<file path="config.mk">
export PLATFORM = sky130hd
export DESIGN_NAME = obs_render
export DESIGN_NICKNAME = d
export VERILOG_FILES = /design/src/rtl/obs_render.sv
export SDC_FILE = /design/constraint.sdc
export NUM_CORES = 1
export LEC_CHECK = 0
export CAP_MARGIN = 20
export CORE_ASPECT_RATIO = 1.25
export CORE_MARGIN = 1
export CORE_UTILIZATION = 30
export CTS_BUF_LIST = sky130_fd_sc_hd__clkbuf_4 sky130_fd_sc_hd__clkbuf_8
export DETAILED_ROUTE_END_ITERATION = 10
export PLACE_DENSITY_LB_ADDON = 0.15
export SYNTH_ARGS = -nofsm -noshare
export SYNTH_HDL_FRONTEND = slang
export SYNTH_SLANG_ARGS = --single-unit
export TNS_END_PERCENT = 20
</file>
<file path="constraint.sdc">
create_clock -name clk -period 4.88 [get_ports clk]
set_input_delay 0.976 -clock clk [delete_from_list [all_inputs] [get_ports clk]]
set_output_delay 0.976 -clock clk [all_outputs]
set_load 0.03 [all_outputs]
</file>
<file path="src/rtl/obs_render.sv">
// ============================================================================
// obs_render : obstacle sequencer (spawn/scroll/retire) and sprite-fetch front end
// Option macro: OBS_RENDER_BIRDS_EN (bird types with lifted y).  Rev 1.0
// ============================================================================
`default_nettype none

module obs_render #(
   parameter int H_BITS        = 10,
   parameter int SCREEN_W      = 640,
   parameter int GROUND_Y      = 400,
   parameter int SCALE_SHIFT   = 3,
   parameter int BIRD_LOW_OFF  = 24,
   parameter int BIRD_HIGH_OFF = 56
) (
   input  logic              clk,
   input  logic              rst,
   input  logic              i_frame_tick,
   input  logic              i_game_run,
   input  logic              i_clear,
   input  logic [3:0]        i_speed,
   input  logic [H_BITS-1:0] i_hpos,
   input  logic [H_BITS-1:0] i_vpos,
   input  logic              i_sprite_color,
   output logic [2:0]        o_rom_counter,
   output logic [2:0]        o_obs_type,
   output logic              o_obs_pixel,
   output logic [H_BITS-1:0] o_obs_x,
   output logic [H_BITS-1:0] o_obs_y,
   output logic              o_spawn
);

   localparam logic [0:0] ST_GAP    = 1'b0;
   localparam logic [0:0] ST_ACTIVE = 1'b1;

   localparam int SPR_W = 2 << SCALE_SHIFT;
   localparam int SPR_H = 4 << SCALE_SHIFT;
   localparam int ROM_PX = 1 << SCALE_SHIFT;

   localparam logic [H_BITS-1:0] X_SPAWN   = H_BITS'(SCREEN_W);
   localparam logic [H_BITS-1:0] Y_CACTUS  = H_BITS'(GROUND_Y - SPR_H);
   localparam logic [2:0]        T_EMPTY   = 3'b000;
   localparam logic [4:0]        GAP_INIT  = 5'd8;
   localparam logic [4:0]        GAP_BASE  = 5'd16;
   localparam logic [7:0]        LFSR_SEED = 8'hA5;

   logic [0:0]        state_q, state_d;
   logic [4:0]        gap_cnt_q, gap_cnt_d;
   logic [H_BITS-1:0] x_q, x_d;
   logic [2:0]        type_q, type_d;
   logic [7:0]        lfsr_q, lfsr_d;
   logic              spawn_q, spawn_d;
   logic              pixel_q, pixel_d;

   logic [7:0]        lfsr_step;
   logic [2:0]        spawn_type;
   logic [H_BITS-1:0] speed_ext;
   logic [H_BITS-1:0] y_top;

   logic [H_BITS:0]   hpos_e, vpos_e, x_lo, x_mid, x_hi;
   logic [H_BITS:0]   y_lo, y_q1, y_q2, y_q3, y_hi;
   logic              in_box;

   // x^8+x^6+x^5+x^4+1, shifting left with feedback into bit 0
   assign lfsr_step = {lfsr_q[6:0], lfsr_q[7] ^ lfsr_q[5] ^ lfsr_q[4] ^ lfsr_q[3]};
   assign speed_ext = {{(H_BITS-4){1'b0}}, i_speed};

`ifdef OBS_RENDER_BIRDS_EN
   localparam logic [H_BITS-1:0] Y_BIRD_LOW  = H_BITS'(GROUND_Y - SPR_H - BIRD_LOW_OFF);
   localparam logic [H_BITS-1:0] Y_BIRD_HIGH = H_BITS'(GROUND_Y - SPR_H - BIRD_HIGH_OFF);

   always_comb begin
      spawn_type = lfsr_q[2:0];
      if (lfsr_q[2:0] == T_EMPTY) begin
         spawn_type = 3'b001;
      end
   end

   always_comb begin
      case (type_q)
         3'b110:  y_top = Y_BIRD_LOW;
         3'b111:  y_top = Y_BIRD_HIGH;
         default: y_top = Y_CACTUS;
      endcase
   end
`else
   // Bird codes fold onto cactus codes so only ground-level sprites appear
   always_comb begin
      case (lfsr_q[2:0])
         3'b000:  spawn_type = 3'b001;
         3'b110:  spawn_type = 3'b010;
         3'b111:  spawn_type = 3'b011;
         default: spawn_type = lfsr_q[2:0];
      endcase
   end

   assign y_top = Y_CACTUS;
`endif

   always_ff @(posedge clk or posedge rst) begin
      if (rst) begin
         state_q   <= ST_GAP;
         gap_cnt_q <= GAP_INIT;
         x_q       <= X_SPAWN;
         type_q    <= T_EMPTY;
         lfsr_q    <= LFSR_SEED;
         spawn_q   <= 1'b0;
         pixel_q   <= 1'b0;
      end else begin
         state_q   <= state_d;
         gap_cnt_q <= gap_cnt_d;
         x_q       <= x_d;
         type_q    <= type_d;
         lfsr_q    <= lfsr_d;
         spawn_q   <= spawn_d;
         pixel_q   <= pixel_d;
      end
   end

   always_comb begin
      state_d   = state_q;
      gap_cnt_d = gap_cnt_q;
      x_d       = x_q;
      type_d    = type_q;
      lfsr_d    = lfsr_q;
      spawn_d   = 1'b0;
      if (i_clear) begin
         state_d   = ST_GAP;
         gap_cnt_d = GAP_INIT;
         x_d       = X_SPAWN;
         type_d    = T_EMPTY;
         lfsr_d    = LFSR_SEED;
      end else if (i_frame_tick && i_game_run) begin
         lfsr_d = lfsr_step;
         case (state_q)
            ST_GAP: begin
               if (gap_cnt_q == 5'd0) begin
                  state_d = ST_ACTIVE;
                  x_d     = X_SPAWN;
                  type_d  = spawn_type;
                  spawn_d = 1'b1;
               end else begin
                  gap_cnt_d = gap_cnt_q - 5'd1;
               end
            end
            default: begin
               if (x_q < speed_ext) begin
                  state_d   = ST_GAP;
                  type_d    = T_EMPTY;
                  gap_cnt_d = GAP_BASE + {1'b0, lfsr_q[7:4]};
               end else begin
                  x_d = x_q - speed_ext;
               end
            end
         endcase
      end
   end

   // Box edges at one extra bit so a sprite at the right screen edge cannot wrap;
   // ROM column/row come from comparisons against the scaled-pixel boundaries.
   always_comb begin
      hpos_e = {1'b0, i_hpos};
      vpos_e = {1'b0, i_vpos};
      x_lo   = {1'b0, x_q};
      x_mid  = x_lo + (H_BITS+1)'(ROM_PX);
      x_hi   = x_lo + (H_BITS+1)'(SPR_W);
      y_lo   = {1'b0, y_top};
      y_q1   = y_lo + (H_BITS+1)'(ROM_PX);
      y_q2   = y_lo + (H_BITS+1)'(2 * ROM_PX);
      y_q3   = y_lo + (H_BITS+1)'(3 * ROM_PX);
      y_hi   = y_lo + (H_BITS+1)'(SPR_H);
      in_box = (type_q != T_EMPTY) &&
               (hpos_e >= x_lo) && (hpos_e < x_hi) &&
               (vpos_e >= y_lo) && (vpos_e < y_hi);
      o_rom_counter = 3'b000;
      if (in_box) begin
         o_rom_counter = {(vpos_e >= y_q2),
                          ((vpos_e >= y_q1) && (vpos_e < y_q2)) || (vpos_e >= y_q3),
                          (hpos_e >= x_mid)};
      end
      pixel_d = in_box & i_sprite_color;
   end

   assign o_obs_type  = type_q;
   assign o_obs_pixel = pixel_q;
   assign o_obs_x     = x_q;
   assign o_obs_y     = y_top;
   assign o_spawn     = spawn_q;

endmodule

`default_nettype wire

</file>
==> qor.json <==
{
  "remaining_drc_errors": 3,
  "synth_seq_area_share_pct": 28.61,
  "gp_congestion": 0.8691,
  "critPathMaxFanout": 4,
  "worstMarginPinSlew_ps": 551.0,
  "timing.final.hold_violations": 0,
  "cp_cell_sequence": "clkdlybuf4s50_1, ha_1, nor2b_1, o31ai_1, a31oi_1, a211oi_1, o2111a_1, clkdlybuf4s50_1",
  "dominant_combinational_cell_family_by_area_after_synthesis": "compound AO/OA/AOI/OAI gates",
  "post-cts-setup-buffer-count": 0,
  "fp.dieArea_mm2": 0.008935,
  "antenna_cells_inserted": 0,
  "nNetsFinal": 396,
  "synth-adder-area-share_pct": 16.86,
  "num_rows": 37,
  "synth.ff_latch_count": 29,
  "detail_placement_hpwl_um": 4692,
  "cap_violations": 0,
  "cp.buffers_inverters": 2,
  "post_dp_cell_area_mm2": 0.003049,
  "clkSinkCount": 29,
  "setup-tns-final_ps": 0,
  "final_min_period_over_clock_period_pct": 94.36,
  "path_depth": 8,
  "die-height_um": 105.4,
  "antenna_violating_nets_post_route": 0,
  "final_layout_size_suffix_gt1_share_pct": 7.508,
  "cts_inserted_buffers": 5,
  "timing.critical_path.slowest_stage_cell": "sky130_fd_sc_hd__clkdlybuf4s50_1",
  "grt_antenna_before_repair": 0,
  "ctsHoldBuffers": 0,
  "static-leakage-power_nw": 1.375,
  "number_of_design_rule_violations_left_by_the_first_detailed_router_iteration": 128,
  "top_level_ports": 58,
  "syn2layout_area_growth_pct": 23.44,
  "fraction_of_the_mapped_netlist_area_in_simple_logic_gates_pct": 18.32,
  "slew-limit-headroom_pct": 63.18,
  "fin_crit_ps": 4605,
  "cts.root.buffer_cell": "sky130_fd_sc_hd__clkbuf_8",
  "critical-path-max-stage-delay_ps": 660,
  "synth_cell_type_count": 56,
  "tritoncts": "yes",
  "timing.critical_path.required_ps": 3900,
  "worstSetupEndpointType": "output port",
  "core_area_mm2": 0.008287,
  "synth_enable_flop_cells": 0,
  "port_buffers": 44,
  "r2r.worst_path.cells": 9,
  "routedWlPerCell_um": 14.06,
  "netlist_area_mm2": 0.002567,
  "critical-path-top-delay-family": "buffers and inverters",
  "failed_checks": "design-rule violations",
  "floorplan.initialDensity_pct": 30.98,
  "global_route.usage.total_pct": 14.77,
  "worst_setup_path_category": "in2out",
  "yosysWarningCount": 0,
  "grt_setup_unrepaired": "no",
  "postSynth.asyncResetShare_pct": 100.0,
  "grt_remaining_overflow": 0,
  "worstSetupStartpointType": "primary input",
  "clock.fmax_mhz": 217.2,
  "cts_resized": 0,
  "fillers": 862,
  "finalSetupViolCount": 0,
  "hold_depth": 2,
  "maxSlewViolCount": 0,
  "stdcell_area_mm2": 0.003169,
  "hold_path_class": "reg2reg",
  "cts.reportedPaths.clkPinSlew_ps": 60,
  "area_taken_by_multi_input_logic_gates_mm2": 0.001640,
  "vias_in_the_first_global_route": 2241,
  "ys_dominant_reg_cell": "sky130_fd_sc_hd__dfrtp_1",
  "wire_length_of_the_first_global_routing_pass_um": 10480,
  "vdd.ir_drop.worst_uv": 130.6,
  "pwr_density_cell_mw_per_mm2": 254.7,
  "cp_common_cell": "sky130_fd_sc_hd__clkdlybuf4s50_1",
  "layout_common_cells": "44 x sky130_fd_sc_hd__clkdlybuf4s50_1, 33 x sky130_fd_sc_hd__ha_1, 28 x sky130_fd_sc_hd__nand2_1",
  "wirelength_um": 6047,
  "synthMuxAreaShare_pct": 1.559,
  "cp_data_arrival_time_ps": 3630,
  "seqCellArea_um2": 734.5,
  "drtPass1Iterations": 7,
  "route.vias.total": 2190,
  "chipWidth_um": 84.75,
  "clk_latency_ps": 280,
  "ctsLongestPathBuffers": 2,
  "layout.cells.most_common": "sky130_fd_sc_hd__clkdlybuf4s50_1",
  "outcome": "finished, violations left",
  "fraction_of_synthesized_cell_area_in_xor_and_xnor_cells_pct": 4.435,
  "avgViaCountPerCell": 5.093,
  "avgSynthCellArea_um2": 8.884,
  "synth_compound_gate_area_share_pct": 21.25,
  "fin_worst_skew_ps": 3.037,
  "grt_start_max_net_pins": 18,
  "synthesis.instances": 289,
  "htree_levels": 2
}
-- layout make-up --
class                           count  area share, %
Clock buffer                        7          2.842
Clock inverter                      1         0.9475
Inverter                           28          3.316
Multi-Input combinational cell    223          51.76
Sequential cell                    29          23.17
Tap cell                           97          3.829
Timing Repair Buffer               45          14.13
-- cells in the mapped netlist (7+ instances only) --
master | count | area share [%]
sky130_fd_sc_hd__nand2_1 | 28 | 4.1
sky130_fd_sc_hd__o31ai_1 | 8 | 2.3
sky130_fd_sc_hd__ha_1 | 33 | 16
sky130_fd_sc_hd__o21ai_0 | 11 | 2.1
sky130_fd_sc_hd__buf_4 | 12 | 3.5
sky130_fd_sc_hd__a21oi_1 | 14 | 2.7
sky130_fd_sc_hd__nor2_1 | 8 | 1.2
sky130_fd_sc_hd__dfstp_2 | 7 | 7.2
sky130_fd_sc_hd__xnor2_1 | 13 | 4.4
sky130_fd_sc_hd__inv_1 | 27 | 3.9
sky130_fd_sc_hd__nand3_1 | 11 | 2.1
sky130_fd_sc_hd__dfrtp_1 | 22 | 21
-- sequential cells by signal, summed over array words and instances, names as in the netlist --
register	count
state_q	1
gap_cnt_q	5
o_obs_x	10
o_spawn	1
o_obs_pixel	1
lfsr_q	8
o_obs_type	3
-- path summary, 6_finish.rpt --
kind | slack, ps | to | start
max in group asynchronous | 3150 | lfsr_q[2] | rst
max | 280 | o_rom_counter[0] | i_hpos[4]
min | 510 | lfsr_q[7] | lfsr_q[7]
min reg2reg | 510 | lfsr_q[7] | lfsr_q[7]
min in group asynchronous | 1030 | o_spawn | rst
max reg2reg | 2350 | o_obs_pixel | o_obs_x[4]
-- report_power, final --
group / switching [W] / total, W / internal, W / leakage, nW
Sequential: 0.0000294 / 0.000290 / 0.000260 / 0.374
Combinational: 0.000140 / 0.000253 / 0.000113 / 0.939
Clock: 0.0000926 / 0.000264 / 0.000172 / 0.0619
Total: 0.000262 / 0.000807 / 0.000545 / 1.37
-- logic make-up after synthesis --
logic type	count (synthesis)
buf+inv	45
xor+xnor	13
compound gates	73
fa+ha+maj	34
simple gates	89
other cells	2
mux	4
flops	29
-- routing by layer --
layer | part of all wire [%] | up-vias | global-route usage [%] | wire length, µm
li1 | - | 1109 | - | -
met1 | 43 | 1037 | 17.04 | 2580
met2 | 53 | 35 | 26.83 | 3188
met3 | 2.6 | 9 | 2.662 | 156
met4 | 2.0 | 0 | 5.690 | 122
met5 | 0 | - | 0 | 0
-- through the flow --
step	instances	util, %	total power, W	worst slack (ps)	hold slack [ps]
final	430	38.25	0.0008072	275.0	507.5
after global routing	430	38.25	0.0008711	79.45	527.4
after CTS	430	38.25	0.0008210	253.6	512.1
after detailed placement	422	36.80	0.0005486	256.5	499.3
after global placement	422	36.80	0.0005475	264.1	494.1
after floorplan	297	-	0.0004740	1279	481.8
-- tightest hold or removal path: stages (launching register included) --
cell,delay [ps]
sky130_fd_sc_hd__dfstp_2,380
sky130_fd_sc_hd__nand2_1,50
sky130_fd_sc_hd__nand3_1,70
(Power assumes the default switching activity.)
==> RTL change (same flow settings) <==
The output `o_obs_pixel` loses its register stage (`pixel_q` becomes a continuous assignment).
--- a/src/rtl/obs_render.sv
+++ b/src/rtl/obs_render.sv
@@ -106,3 +106,2 @@
          spawn_q   <= 1'b0;
-         pixel_q   <= 1'b0;
       end else begin
@@ -114,5 +113,6 @@
          spawn_q   <= spawn_d;
-         pixel_q   <= pixel_d;
       end
    end
+
+   assign pixel_q = pixel_d;
 
Check against the original RTL: not equivalent (a bounded check fails within 10 cycles, from zero or initial values and one cycle with rst high).
==> RTL change against the unedited design <==
- the flow still finishes with violations (DRC)
- cell area down 2.1%
- total power down 11%
- non-clock buffer count up 1
- hold slack better by 10 ps
- sequential cell count down 1
- synthesized area down 1.1%
- setup slack better by 68 ps
- routed wire length down 0.40%
- critical endpoint is now o_rom_counter[2]
==> RTL change: results (changes against the unedited design) <==
Hold Crit Start: lfsr_q[2]
VDD IR-drop max: 0.0978 mV (-25%)
Clk root buf: clkbuf_8
Post-synth EDFFs: 0 (unchanged)
Crit path to: o_rom_counter[2]
R2r setup slk: 2490 ps (+140 ps)
Largest net degree at the start of global routing: 29 (+11)
Distinct cells, synth: 53 (-5.4%)
Routed Wire Length: 6020 um (-0.40%)
First-pass GRT wire length: 10,300 um (-1.7%)
Placed Area: 0.00303 mm2 (-0.53%)
Critical Path Slowest Stage Cell: clkdlybuf4s50_1
Reg2reg start: o_obs_x[3]
Area contributors post-synth: dfrtp_1, ha_1, dfstp_2, xnor2_1, nand2_1
TritonCTS Buffers: 3 (-2)
Slowest stage delay, CP: 670 ps
R2R depth: 6 (-3)
Number of port buffers: 44 (unchanged)
Clock power frac: 26.3% (-6.5 points)
Pint: 0.475 mW (-13%)
Nets: 400 (+1.0%)
DR pass1 iterations: 9 (+2)
Clock buffer depth: 2 (unchanged)
Leakage: 1.37 nW (-0.43%)
Hold endpoint: lfsr_q[2]
Level count of the clock H-tree: 1 (-1)
Switching power share of the total: 33.7% (+1.3 points)
Slew Viols, Final: 0 (unchanged)
Worst path top cell family by delay: buffers and inverters
Crit path DAT: 3560 ps (-70 ps)
Worst Setup SP: i_hpos[8]
Failing checks: DRC
Non-Filler Instances: 432 (+0.47%)
Top cells by count, synth: ha_1, nand2_1, inv_1
Via-per-instance ratio: 5.07 (-0.51%)
Combinational Power Share: 34.1% (+2.7 points)
Tot GR Track Use: 14.3% (-0.50 points)
Clk pin slew, worst setup/hold paths: 100 ps (+40 ps)
DP Wirelength: 4690 um (about the same)
Worst hold slack: 518 ps (+10.4 ps)
Outcome: finished, violations left
Layout cells sized above 1: 6.27% (-1.2 points)
DRC Markers: 10 (+7)
Vias in the first global route: 2,201 (-1.8%)
Placer congestion estimate: 0.801 (-7.9%)
Dpl ws: 318 ps (+61.5 ps)
Synthesis warning total: 0 (unchanged)
Relative max-transition margin: 48.6% (-15 points)
WHS Path Cells: 2 (unchanged)
Final setup skew: 3.45 ps (+0.416 ps)
Starting DRT DRC Count: 42 (-67%)
Cells after Synth: 296 (+2.4%)
F_max: 220 MHz (+1.5%)
Seq/Total Area, Yosys: 27.9% (-0.66 points)
RR Endpoint: o_obs_x[9]
[RTL change: cell type report]
cell class	count	area [um2]
flip-flops and latches	28	709
well taps	97	121
multi-input cells	235	1660
clock buffers	3	41.3
clock inverters	1	30.0
fillers	875	5140
inverters	22	82.6
repair buffers	46	455
[RTL change: per-layer routing]
layer / GRT usage (%) / vias to the layer above / part of all wire (%)
li1: - / 1106 / -
met1: 17.1 / 1031 / 44
met2: 26.5 / 46 / 51
met3: 1.26 / 6 / 3.1
met4: 4.68 / 0 / 1.4
met5: 0 / - / 0
[RTL change: cells by family after synthesis]
kind of cell               count (synthesis)  synth area share [%]
AOI/OAI and AO/OA                         56                  15.2
xor gates and xnor gates                  15                  5.18
adders and majority gates                 34                  17.1
buffers and inverters                     41                  7.69
DFF                                       28                  27.9
muxes                                      5                  2.07
other                                      2                 0.296
and+or+nand+nor                          115                  24.5
